==> src/rtl/sbox_result_collector.sv <==
// Capture stage behind the 16-bit S-box pipeline: tags each issued word, grabs the S-box
// output LATENCY clocks later into a small FIFO, and gates issue on FIFO credits.
module sbox_result_collector #(
    parameter int LATENCY = 2,
    parameter int DEPTH   = 4
) (
    input  logic                       clk,
    input  logic                       rst,
    input  logic                       issue_valid,
    output logic                       issue_ready,
    input  logic [15:0]                sbox_data,
    output logic                       out_valid,
    output logic [15:0]                out_data,
    input  logic                       out_ready,
    output logic [$clog2(DEPTH+1)-1:0] level,
    output logic                       drop_err
);

    localparam int AW = (DEPTH > 1) ? $clog2(DEPTH) : 1;
    localparam int LW = $clog2(DEPTH + 1);
    localparam int IW = $clog2(LATENCY + 1);
    localparam int SW = $clog2(DEPTH + LATENCY + 1);

    logic [LATENCY-1:0] tag;
    logic [LATENCY-1:0] tag_next;
    logic [IW-1:0]      inflight;
    logic [SW-1:0]      credit_used;
    logic               issue_fire;
    logic               cap;
    logic               pop;

    logic [15:0]        mem [DEPTH];
    logic [AW-1:0]      wptr;
    logic [AW-1:0]      rptr;

    assign cap = tag[LATENCY-1];

    // Every tag still in the shift register holds a FIFO slot in reserve, including
    // the one being captured this edge.
    always_comb begin
        inflight = '0;
        for (int i = 0; i < LATENCY; i++) begin
            inflight = inflight + IW'(tag[i]);
        end
    end

    assign credit_used = SW'(level) + SW'(inflight);
    assign issue_ready = credit_used < SW'(DEPTH);
    assign issue_fire  = issue_valid & issue_ready;

    always_comb begin
        tag_next    = '0;
        tag_next[0] = issue_fire;
        for (int i = 1; i < LATENCY; i++) begin
            tag_next[i] = tag[i-1];
        end
    end

    assign out_valid = (level != '0);
    assign out_data  = out_valid ? mem[rptr] : 16'h0000;
    assign pop       = out_valid & out_ready;

    always_ff @(posedge clk or negedge rst) begin
        if (!rst) begin
            tag <= '0;
        end else begin
            tag <= tag_next;
        end
    end

    always_ff @(posedge clk or negedge rst) begin
        if (!rst) begin
            for (int i = 0; i < DEPTH; i++) begin
                mem[i] <= 16'h0000;
            end
            wptr <= '0;
        end else if (cap) begin
            mem[wptr] <= sbox_data;
            wptr      <= wptr + AW'(1);
        end
    end

    always_ff @(posedge clk or negedge rst) begin
        if (!rst) begin
            rptr <= '0;
        end else if (pop) begin
            rptr <= rptr + AW'(1);
        end
    end

    // Simultaneous capture and pop leaves occupancy unchanged.
    always_ff @(posedge clk or negedge rst) begin
        if (!rst) begin
            level <= '0;
        end else begin
            case ({cap, pop})
                2'b10:   level <= level + LW'(1);
                2'b01:   level <= level - LW'(1);
                default: level <= level;
            endcase
        end
    end

    always_ff @(posedge clk or negedge rst) begin
        if (!rst) begin
            drop_err <= 1'b0;
        end else if (issue_valid && !issue_ready) begin
            drop_err <= 1'b1;
        end
    end

endmodule
==> config.mk <==
export PLATFORM = sky130hd
export DESIGN_NAME = sbox_result_collector
export DESIGN_NICKNAME = d
export VERILOG_FILES = /design/src/rtl/sbox_result_collector.sv
export SDC_FILE = /design/constraint.sdc
export NUM_CORES = 1
export LEC_CHECK = 0
export ABC_AREA = 1
export CAP_MARGIN = 15
export CORE_UTILIZATION = 50
export CTS_BUF_LIST = sky130_fd_sc_hd__clkbuf_2
export CTS_CLUSTER_DIAMETER = 120
export DETAILED_ROUTE_END_ITERATION = 8
export PLACE_DENSITY = 0.82
export SETUP_SLACK_MARGIN = 0.02
export SLEW_MARGIN = 25
export SYNTH_ARGS = -nofsm -noshare
export SYNTH_HDL_FRONTEND = slang
export SYNTH_SLANG_ARGS = --single-unit
==> constraint.sdc <==
create_clock -name clk -period 4.5 [get_ports clk]
set_input_delay 0.675 -clock clk [delete_from_list [all_inputs] [get_ports clk]]
set_output_delay 0.675 -clock clk [all_outputs]
set_load 0.01 [all_outputs]
==> results_dict.tcl, run 1 <==
set metrics [dict create \
    io_pins 42 \
    hold_path.class "primary input to asynchronous set/reset pin" \
    cts-root-buf "clkbuf_2" \
    grt.overflow.total 0 \
    finish.utilization_pct 59.1 \
    synth_seq_area_share_pct 51.6 \
    hold_viol 0 \
    top_layer "met4" \
    hpwl_mm 4.57 \
    chipWidth_um 86.7 \
    start_util_pct 52.2 \
    skew_ns 0.0258 \
    cts_resized 0 \
    synth-simple-area-share_pct 22.4 \
    cts_tree "done" \
    crit_required_ns 3.83 \
    vias 2912 \
    drtAntennaViolNets 0 \
    ys_ff_latch 74 \
    arrival_ns 2.64 \
    area_growth_pct 13.2 \
    relSlewSlack_pct 31.8 \
    vdd_drop_max_mv 0.414 \
    crit_type "register to output pin" \
    cts_buffer_depth 2 \
    syn_area_um2 3590 \
    crit_buf_inv 2 \
    crit_family "buffers and inverters" \
    outcome "finished, final reports clean" \
    p_leak_nw 2.11 \
    placementRows 30 \
    synth-xor-area-share_pct 1.22 \
    avgRoutedWirePerCell_um 12.1 \
    synth_top_family_by_area "simple AND/OR/NAND/NOR gates" \
    remaining_drc_errors 0 \
    cts_sinks 74 \
    drt-met1-wl_mm 3.34 \
    routed_wl_mm 7.21 \
    insertedDiodeCount 0 \
    muxShareOfSynthArea_pct 0 \
    drive_gt1_share_pct 3.79 \
    clkLatencyLatePin_ns 0.49 \
    port_buffers 41 \
    nets 523 \
    setup_tns_ns 0 \
    track_usage_pct 21.2 \
    first_pass_iters 4 \
    wl_met3_um 250 \
    syn_inst 467 \
    final.hold.worst_slack_ns 0.227 \
    powerDensity_nw_per_um2 750 \
    setup_violations 0 \
    numCtsBuffers 9 \
    dieArea_um2 7520 \
    path_max_fanout 19 \
    syn-num-nets 494 \
    dieHeight_um 86.7 \
    path_clk_slew_ns 0.20 \
    core_um2 6870 \
    synth_cell_types 18 \
    hold_buffers 0 \
    grt_pass1_vias 2806 \
    antenna_found_initial 0 \
    drv_slew 0 \
    synthesis.area_per_instance_um2 7.68 \
    crit_path_max_incr_delay_ns 0.86 \
    post_cts_buffers 0 \
    globalplace.congestion 0.743 \
    tightestPinTransition_ns 1.02 \
    cap_violations 0 \
    period_needed_ns 3.32 \
    yosys.area_share.adder_pct 2.65 \
    synth_compound_area_share_pct 11.8 \
    grt_max_degree 67 \
    vias_per_cell 4.88 \
    fmax_mhz 301 \
    setup.worst_path.start_class "register" \
    rsz0062_at_grt "no" \
    final.period_utilization_pct 73.7 \
    dr_wl_met2_mm 3.47 \
    cp_slowest_cell "dfrtp_1" \
    yosysWarningCount 0 \
    drtIter0Drc 220 \
    grt_pass1_wl_mm 12.3 \
    crit_chain "inv_2, nor2_1, nand2_1, a21oi_1, clkdlybuf4s50_1" \
    crit_path_end_kind "output pin" \
    h-tree-depth 3 \
]
-- metal layers --
metal  global-route usage (%)  vias up
met3                     3.24       16
met2                     35.8       53
li1                         -     1472
met1                     27.0     1371
met5                        0        -
met4                     9.70        0
-- metrics by stage --
stage / area [µm²] / std cells / power, mW / setup slack, ns
after floorplan: 3590 / 467 / 2.23 / 2.62
after global placement: 3980 / 581 / 2.70 / 1.76
after detailed placement: 3980 / 581 / 2.77 / 1.71
after CTS: 4060 / 597 / 3.07 / 1.11
after global routing: 4060 / 597 / 3.34 / 0.996
final: 4060 / 597 / 3.04 / 1.18
-- cell families after synthesis --
logic type               Yosys count
AND/OR/NAND/NOR                  212
XOR/XNOR                           5
adder cells (fa/ha/maj)            7
buffers and inverters             85
flip-flops                        74
AO/OA/AOI/OAI                     84
-- final timing paths --
| path | start | slack, ns | to | cells after the start |
|---|---|---|---|---|
| max | rptr[1]$_DFFE_PN0P_ | 1.18 | out_data[4] | 5 |
| min | rst | 0.23 | mem[60]$_DFFE_PN0P_ | 1 |
| max reg2reg | level[0]$_DFFE_PN0P_ | 2.51 | level[2]$_DFFE_PN0P_ | 11 |
| min reg2reg | tag[0]$_DFF_PN0_ | 0.40 | tag[1]$_DFF_PN0_ | 0 |
| max in group asynchronous | rst | 3.25 | tag[0]$_DFF_PN0_ | 2 |
| min in group clk | tag[0]$_DFF_PN0_ | 0.40 | tag[1]$_DFF_PN0_ | 0 |
-- cell usage after synthesis --
cell      number  area share, %
xor2_1         2           0.49
nand2_1      144             15
nand3b_1       1           0.21
xnor2_1        3           0.73
nand3_1        3           0.42
a21boi_0       1           0.21
o21ai_0       67            9.3
inv_1         59            6.2
fa_1           1           0.56
inv_2          2           0.21
a21oi_1       16            2.2
nor2_1        64            6.7
clkbuf_1       4           0.42
buf_2         14            2.0
ha_1           6            2.1
dfrtp_1       74             52
buf_6          3           0.94
buf_4          3           0.63
-- cell usage in the layout, fill, tap and decap left out --
cell type	instances
nand3_1	3
clkbuf_2	11
dfrtp_1	73
clkinv_1	2
nor2_1	64
clkinv_2	3
xnor2_1	3
a21boi_0	1
nand2_1	144
inv_2	2
clkdlybuf4s50_1	40
dfrtp_4	1
buf_2	1
inv_1	59
o21ai_0	67
nand3b_1	1
fa_1	1
xor2_1	2
buf_4	1
ha_1	6
a21oi_1	16
-- final cells by class --
| cell class | count | area [µm²] |
|---|---|---|
| clock inverters | 5 | 22.5 |
| clock buffers | 11 | 55.1 |
| fillers | 626 | 2810 |
| multi-input cells | 308 | 1370 |
| inverters | 61 | 229 |
| flip-flops and latches | 74 | 1860 |
| well taps | 96 | 120 |
| repair buffers | 42 | 413 |
-- registers in the layout, indices dropped and copies added (netlist names) --
signal	flops
drop_err	1
level	3
mem	64
tag	2
rptr	2
wptr	2
-- power breakdown --
part	leakage [nW]	total, mW	internal (mW)	switching [mW]
sequential	0.894	1.30	0.994	0.305
combinational	1.16	1.46	0.698	0.757
clock	0.0606	0.290	0.0714	0.219
total	2.11	3.04	1.76	1.28
(Power assumes the default switching activity.)
==> inputs of run 2 (changes only) <==
- clock period: 4.5 -> 3.4 ns (I/O delays scaled with it)
==> run 2 against run 1 <==
Against the previous run:
- combinational power is 38% higher
- non-clock buffer count is 4 higher
- clock skew is 0.021 ns higher
- die area stayed put
- critical path depth stayed put
- total power is 39% higher
- register-to-register slack worse by 1.1 ns
- wire length is 3.0% higher
- via count is 0.96% higher
- cell count is 0.67% higher
==> results_dict.tcl, run 2 (synthesized netlist as in run 1, its figures left out) <==
set metrics [dict create \
    start_util_pct 52.2 \
    path_clk_slew_ns 0.23 \
    setup_ws_ns 0.464 \
    path_max_fanout 62 \
    clkPwrFrac_pct 12.9 \
    grt_max_degree 63 \
    insertedDiodeCount 0 \
    tightestPinTransition_ns 0.997 \
    grt_pass1_wl_mm 12.5 \
    first_pass_iters 5 \
    regMostFlops "mem" \
    setup_tns_ns 0 \
    cp_common_cell "nor2_1" \
    drv_slew 0 \
    arrival_ns 2.43 \
    setup.worst_path.start_class "register" \
    skew_ns 0.0468 \
    hold_path.class "primary input to asynchronous set/reset pin" \
    p_int_mw 2.51 \
    placementRows 30 \
    vias_per_cell 4.89 \
    dieHeight_um 86.7 \
    mostFrequentLayoutCells "nand2_1, dfrtp_1, o21ai_0" \
    cts_buffer_depth 2 \
    drtIter0Drc 182 \
    core_um2 6870 \
    p_leak_nw 2.15 \
    rsz0062_at_grt "no" \
    grt_pass1_vias 2772 \
    chipWidth_um 86.7 \
    hold_viol 0 \
    drtAntennaViolNets 0 \
    crit_type "register to output pin" \
    dpl-instance-area_um2 4010 \
    crit_path_max_incr_delay_ns 0.87 \
    numCtsBuffers 9 \
    port_buffers 41 \
    crit_path_end_kind "output pin" \
    cts_resized 0 \
    cts-root-buf "clkbuf_2" \
    routed_wl_mm 7.43 \
    vias 2940 \
    post_cts_buffers 0 \
    relSlewSlack_pct 33.4 \
    drive_gt1_share_pct 5.15 \
    io_pins 42 \
    layout_commonest_cell "nand2_1" \
    nets 527 \
    cts_tree "done" \
    clkLatencyLatePin_ns 0.53 \
    final.period_utilization_pct 86.3 \
    cts_sinks 74 \
    outcome "finished, final reports clean" \
    r2r_slack_ns 1.38 \
    hpwl_mm 4.68 \
    combinationalPowerShare_pct 47.6 \
    setup_violations 0 \
    dieArea_um2 7520 \
    cp_slowest_cell "dfrtp_4" \
    cap_violations 0 \
    p_seq_share_pct 39.6 \
    track_usage_pct 21.8 \
    crit_buf_inv 1 \
    switchingPower_mw 1.74 \
    crit_family "flip-flops" \
    globalplace.congestion 0.791 \
    powerDensity_nw_per_um2 1020 \
    largest_reg_flops 64 \
    top_regs "mem (64), level (3)" \
    p_sw_share_pct 40.9 \
    remaining_drc_errors 0 \
    instances_no_fill 601 \
    grt.overflow.total 0 \
    final_area_um2 4150 \
    fmax_mhz 341 \
    vdd_drop_max_mv 0.464 \
    pre_cts_slack_ns 0.848 \
    h-tree-depth 3 \
    crit_required_ns 2.89 \
    hold_buffers 0 \
    area_growth_pct 15.6 \
    crit_chain "nor2_1, nor2_1, nand2_1, a21oi_1, clkdlybuf4s50_1" \
    dp.cells 585 \
    antenna_found_initial 0 \
    avgRoutedWirePerCell_um 12.4 \
    period_needed_ns 2.94 \
]
-- run 2: worst register-to-register path, delay by kind of cell (launching register included) --
kind	cells	cell delay (ns)
flip-flops	1	0.47
buffers and inverters	4	0.33
XOR/XNOR	1	0.15
adder cells (fa/ha/maj)	2	0.55
AND/OR/NAND/NOR	4	0.45
-- run 2: final cells by class --
class	count	area, µm²
well taps	96	120
clock inverters	6	82.6
multi-input cells	308	1370
flip-flops and latches	74	1860
clock buffers	10	50.0
inverters	61	229
repair buffers	46	443
fillers	594	2720
-- run 2: metrics by stage --
stage,hold WS [ns],total power [mW],utilization (%)
global placement,0.362,3.61,58.4
detailed placement,0.384,3.71,58.4
floorplan,0.214,2.96,-
global route,0.0629,4.62,60.4
finish,0.0174,4.24,60.4
CTS,0.0335,4.27,60.3
-- run 2: power groups by stage --
| stage | Sequential [mW] | Clock (mW) | Combinational [mW] |
|---|---|---|---|
| 2_1_floorplan | 1.52 | 0 | 1.44 |
| 3_3_place_gp | 1.66 | 0 | 1.94 |
| 3_5_place_dp | 1.68 | 0 | 2.02 |
| 4_1_cts | 1.67 | 0.557 | 2.04 |
| 5_1_grt | 1.74 | 0.593 | 2.29 |
| 6_report | 1.68 | 0.545 | 2.02 |
-- run 2: final timing paths --
check | cells after the start | from | end
worst max register to register | 11 | level[0]$_DFFE_PN0P_ | level[2]$_DFFE_PN0P_
worst max-delay path | 5 | rptr[0]$_DFFE_PN0P_ | out_data[12]
min in group clk | 0 | tag[0]$_DFF_PN0_ | tag[1]$_DFF_PN0_
worst min register to register | 0 | tag[0]$_DFF_PN0_ | tag[1]$_DFF_PN0_
worst min-delay path | 1 | rst | mem[49]$_DFFE_PN0P_
max in group asynchronous | 2 | rst | mem[58]$_DFFE_PN0P_
-- run 2: routing by layer --
| metal | GRT usage [%] | up-vias | wire [µm] |
|---|---|---|---|
| li1 | - | 1479 | - |
| met5 | 0 | - | 0 |
| met4 | 10.6 | 0 | 80 |
| met2 | 36.2 | 65 | 3670 |
| met3 | 3.43 | 9 | 345 |
| met1 | 27.9 | 1387 | 3340 |
==> inputs of run 3 (changes only) <==
- CORE_UTILIZATION: 50 -> 45
- DONT_BUFFER_PORTS: default -> 1
- GPL_TIMING_DRIVEN: default -> 1
- PLACE_DENSITY: 0.82 -> 0.69
==> run 3 against run 2 <==
Against the previous run:
- wire length is 6.2% lower
- clock power decreased by 32%
- global-route usage down 2.7 points
- core utilization fell by 12 points
- combinational power is 21% lower
- clock skew is 0.029 ns lower
- sequential share of layout area rose by 5.3 points
- worst setup slack improved by 0.26 ns
- maximum frequency grew 9.6%
- critical endpoint is now out_data[15]
==> results_dict.tcl, run 3 (synthesized netlist as in run 1, its figures left out) <==
set metrics [dict create \
    dp.cells 547 \
    nets 485 \
    min_delay_path_depth 2 \
    antenna_found_initial 0 \
    placementRows 32 \
    hold-path-endpoint "drop_err$_DFFE_PN0P_" \
    cts_resized 0 \
    path_max_fanout 19 \
    tightestPinTransition_ns 0.956 \
    crit_path_end_kind "output pin" \
    instances_no_fill 564 \
    cap_violations 0 \
    crit_family "flip-flops" \
    largest_reg_flops 64 \
    cp_slowest_cell "dfrtp_1" \
    clkPwrFrac_pct 10.3 \
    p_seq_share_pct 45.5 \
    powerDensity_nw_per_um2 970 \
    cts-root-buf "clkbuf_2" \
    post_cts_buffers 0 \
    p_leak_nw 1.97 \
    remaining_drc_errors 0 \
    drtIter0Drc 159 \
    h-tree-depth 3 \
    avgRoutedWirePerCell_um 12.4 \
    insertedDiodeCount 0 \
    track_usage_pct 19.1 \
    rsz0062_at_grt "no" \
    vias_per_cell 4.83 \
    clkLatencyLatePin_ns 0.49 \
    grt.overflow.total 0 \
    routed_wl_mm 6.97 \
    grt_max_degree 75 \
    crit_buf_inv 1 \
    globalplace.congestion 0.735 \
    worstReg2RegStart "level[0]$_DFFE_PN0P_" \
    dieArea_um2 8330 \
    hold_viol 0 \
    worst_hold_startpoint "issue_valid" \
    relSlewSlack_pct 36.1 \
    p_int_mw 1.96 \
    period_needed_ns 2.68 \
    path_clk_slew_ns 0.17 \
    cts_sinks 74 \
    grt_pass1_vias 2723 \
    r2r_slack_ns 1.26 \
    mostFrequentLayoutCells "nand2_1, dfrtp_1, o21ai_0" \
    combinationalPowerShare_pct 44.1 \
    cts_tree "done" \
    setup_violations 0 \
    top_regs "mem (64), level (3)" \
    core_um2 7730 \
    hold_path.class "primary input to register" \
    crit_chain "inv_2, nor2_1, nand2_1, a21oi_1" \
    switchingPower_mw 1.63 \
    vdd_drop_max_mv 0.477 \
    start_util_pct 46.4 \
    crit_type "register to output pin" \
    hpwl_mm 4.45 \
    crit_path_max_incr_delay_ns 0.85 \
    r2r_cells 11 \
    final.period_utilization_pct 78.8 \
    drive_gt1_share_pct 4.55 \
    outcome "finished, final reports clean" \
    numCtsBuffers 9 \
    drtAntennaViolNets 0 \
    crit_required_ns 2.89 \
    arrival_ns 2.17 \
    setup.worst_path.start_class "register" \
    first_pass_iters 4 \
    setup_tns_ns 0 \
    cts_buffer_depth 2 \
    fmax_mhz 373 \
    hold_buffers 2 \
    skew_ns 0.0183 \
    chipWidth_um 91.3 \
    io_pins 42 \
    drv_slew 0 \
    vias 2724 \
    dieHeight_um 91.3 \
    regMostFlops "mem" \
    layout_commonest_cell "nand2_1" \
    regToRegEndpoint "level[2]$_DFFE_PN0P_" \
    port_buffers 0 \
    p_sw_share_pct 45.3 \
    area_growth_pct 3.28 \
    grt_pass1_wl_mm 12.5 \
]
-- run 3: routing by layer --
layer / GRT usage, % / vias to the layer above / share of wire, % / wire, µm
met4: 8.20 / 0 / 0.59 / 41
met1: 23.6 / 1273 / 46 / 3230
li1: - / 1399 / - / -
met2: 31.6 / 50 / 49 / 3390
met5: 0 / - / 0 / 0
met3: 4.94 / 2 / 4.6 / 318
-- run 3: metrics by stage --
step | setup WS [ns] | area [µm²] | power [mW] | utilization, % | hold WS [ns]
final | 0.722 | 3700 | 3.59 | 47.9 | 0.156
after global routing | 0.468 | 3700 | 4.02 | 47.9 | 0.108
after global placement | 1.32 | 3590 | 3.17 | 46.5 | 0.216
after detailed placement | 1.24 | 3590 | 3.23 | 46.5 | 0.215
after CTS | 0.654 | 3700 | 3.63 | 47.9 | 0.115
after floorplan | 1.52 | 3590 | 2.96 | - | 0.214
-- run 3: cell type report --
class,count,area (µm²)
sequential,74,1850
clock buffer,10,50.0
tap,102,128
multi-input combinational,308,1370
fill,784,4020
timing repair buffer,4,52.6
clock inverter,5,22.5
inverter,61,229
-- run 3: power groups by stage --
stage | registers [mW] | clock network [mW] | logic (mW)
final | 1.64 | 0.372 | 1.59
after detailed placement | 1.66 | 0 | 1.58
after floorplan | 1.52 | 0 | 1.44
after global routing | 1.70 | 0.427 | 1.89
after global placement | 1.63 | 0 | 1.54
after CTS | 1.64 | 0.391 | 1.61
-- run 3: worst max-delay path by stage --
stage                               startpoint              endpoint  slack, ns  cells past startpoint
after global placement     rptr[1]$_DFFE_PN0P_          out_data[10]       1.32                      4
after CTS                  rptr[1]$_DFFE_PN0P_          out_data[15]       0.65                      4
after detailed placement   rptr[1]$_DFFE_PN0P_          out_data[15]       1.24                      4
final                      rptr[1]$_DFFE_PN0P_          out_data[15]       0.72                      4
after global routing       rptr[1]$_DFFE_PN0P_          out_data[15]       0.47                      4
after floorplan           level[0]$_DFFE_PN0P_  level[2]$_DFFE_PN0P_       1.52                     10
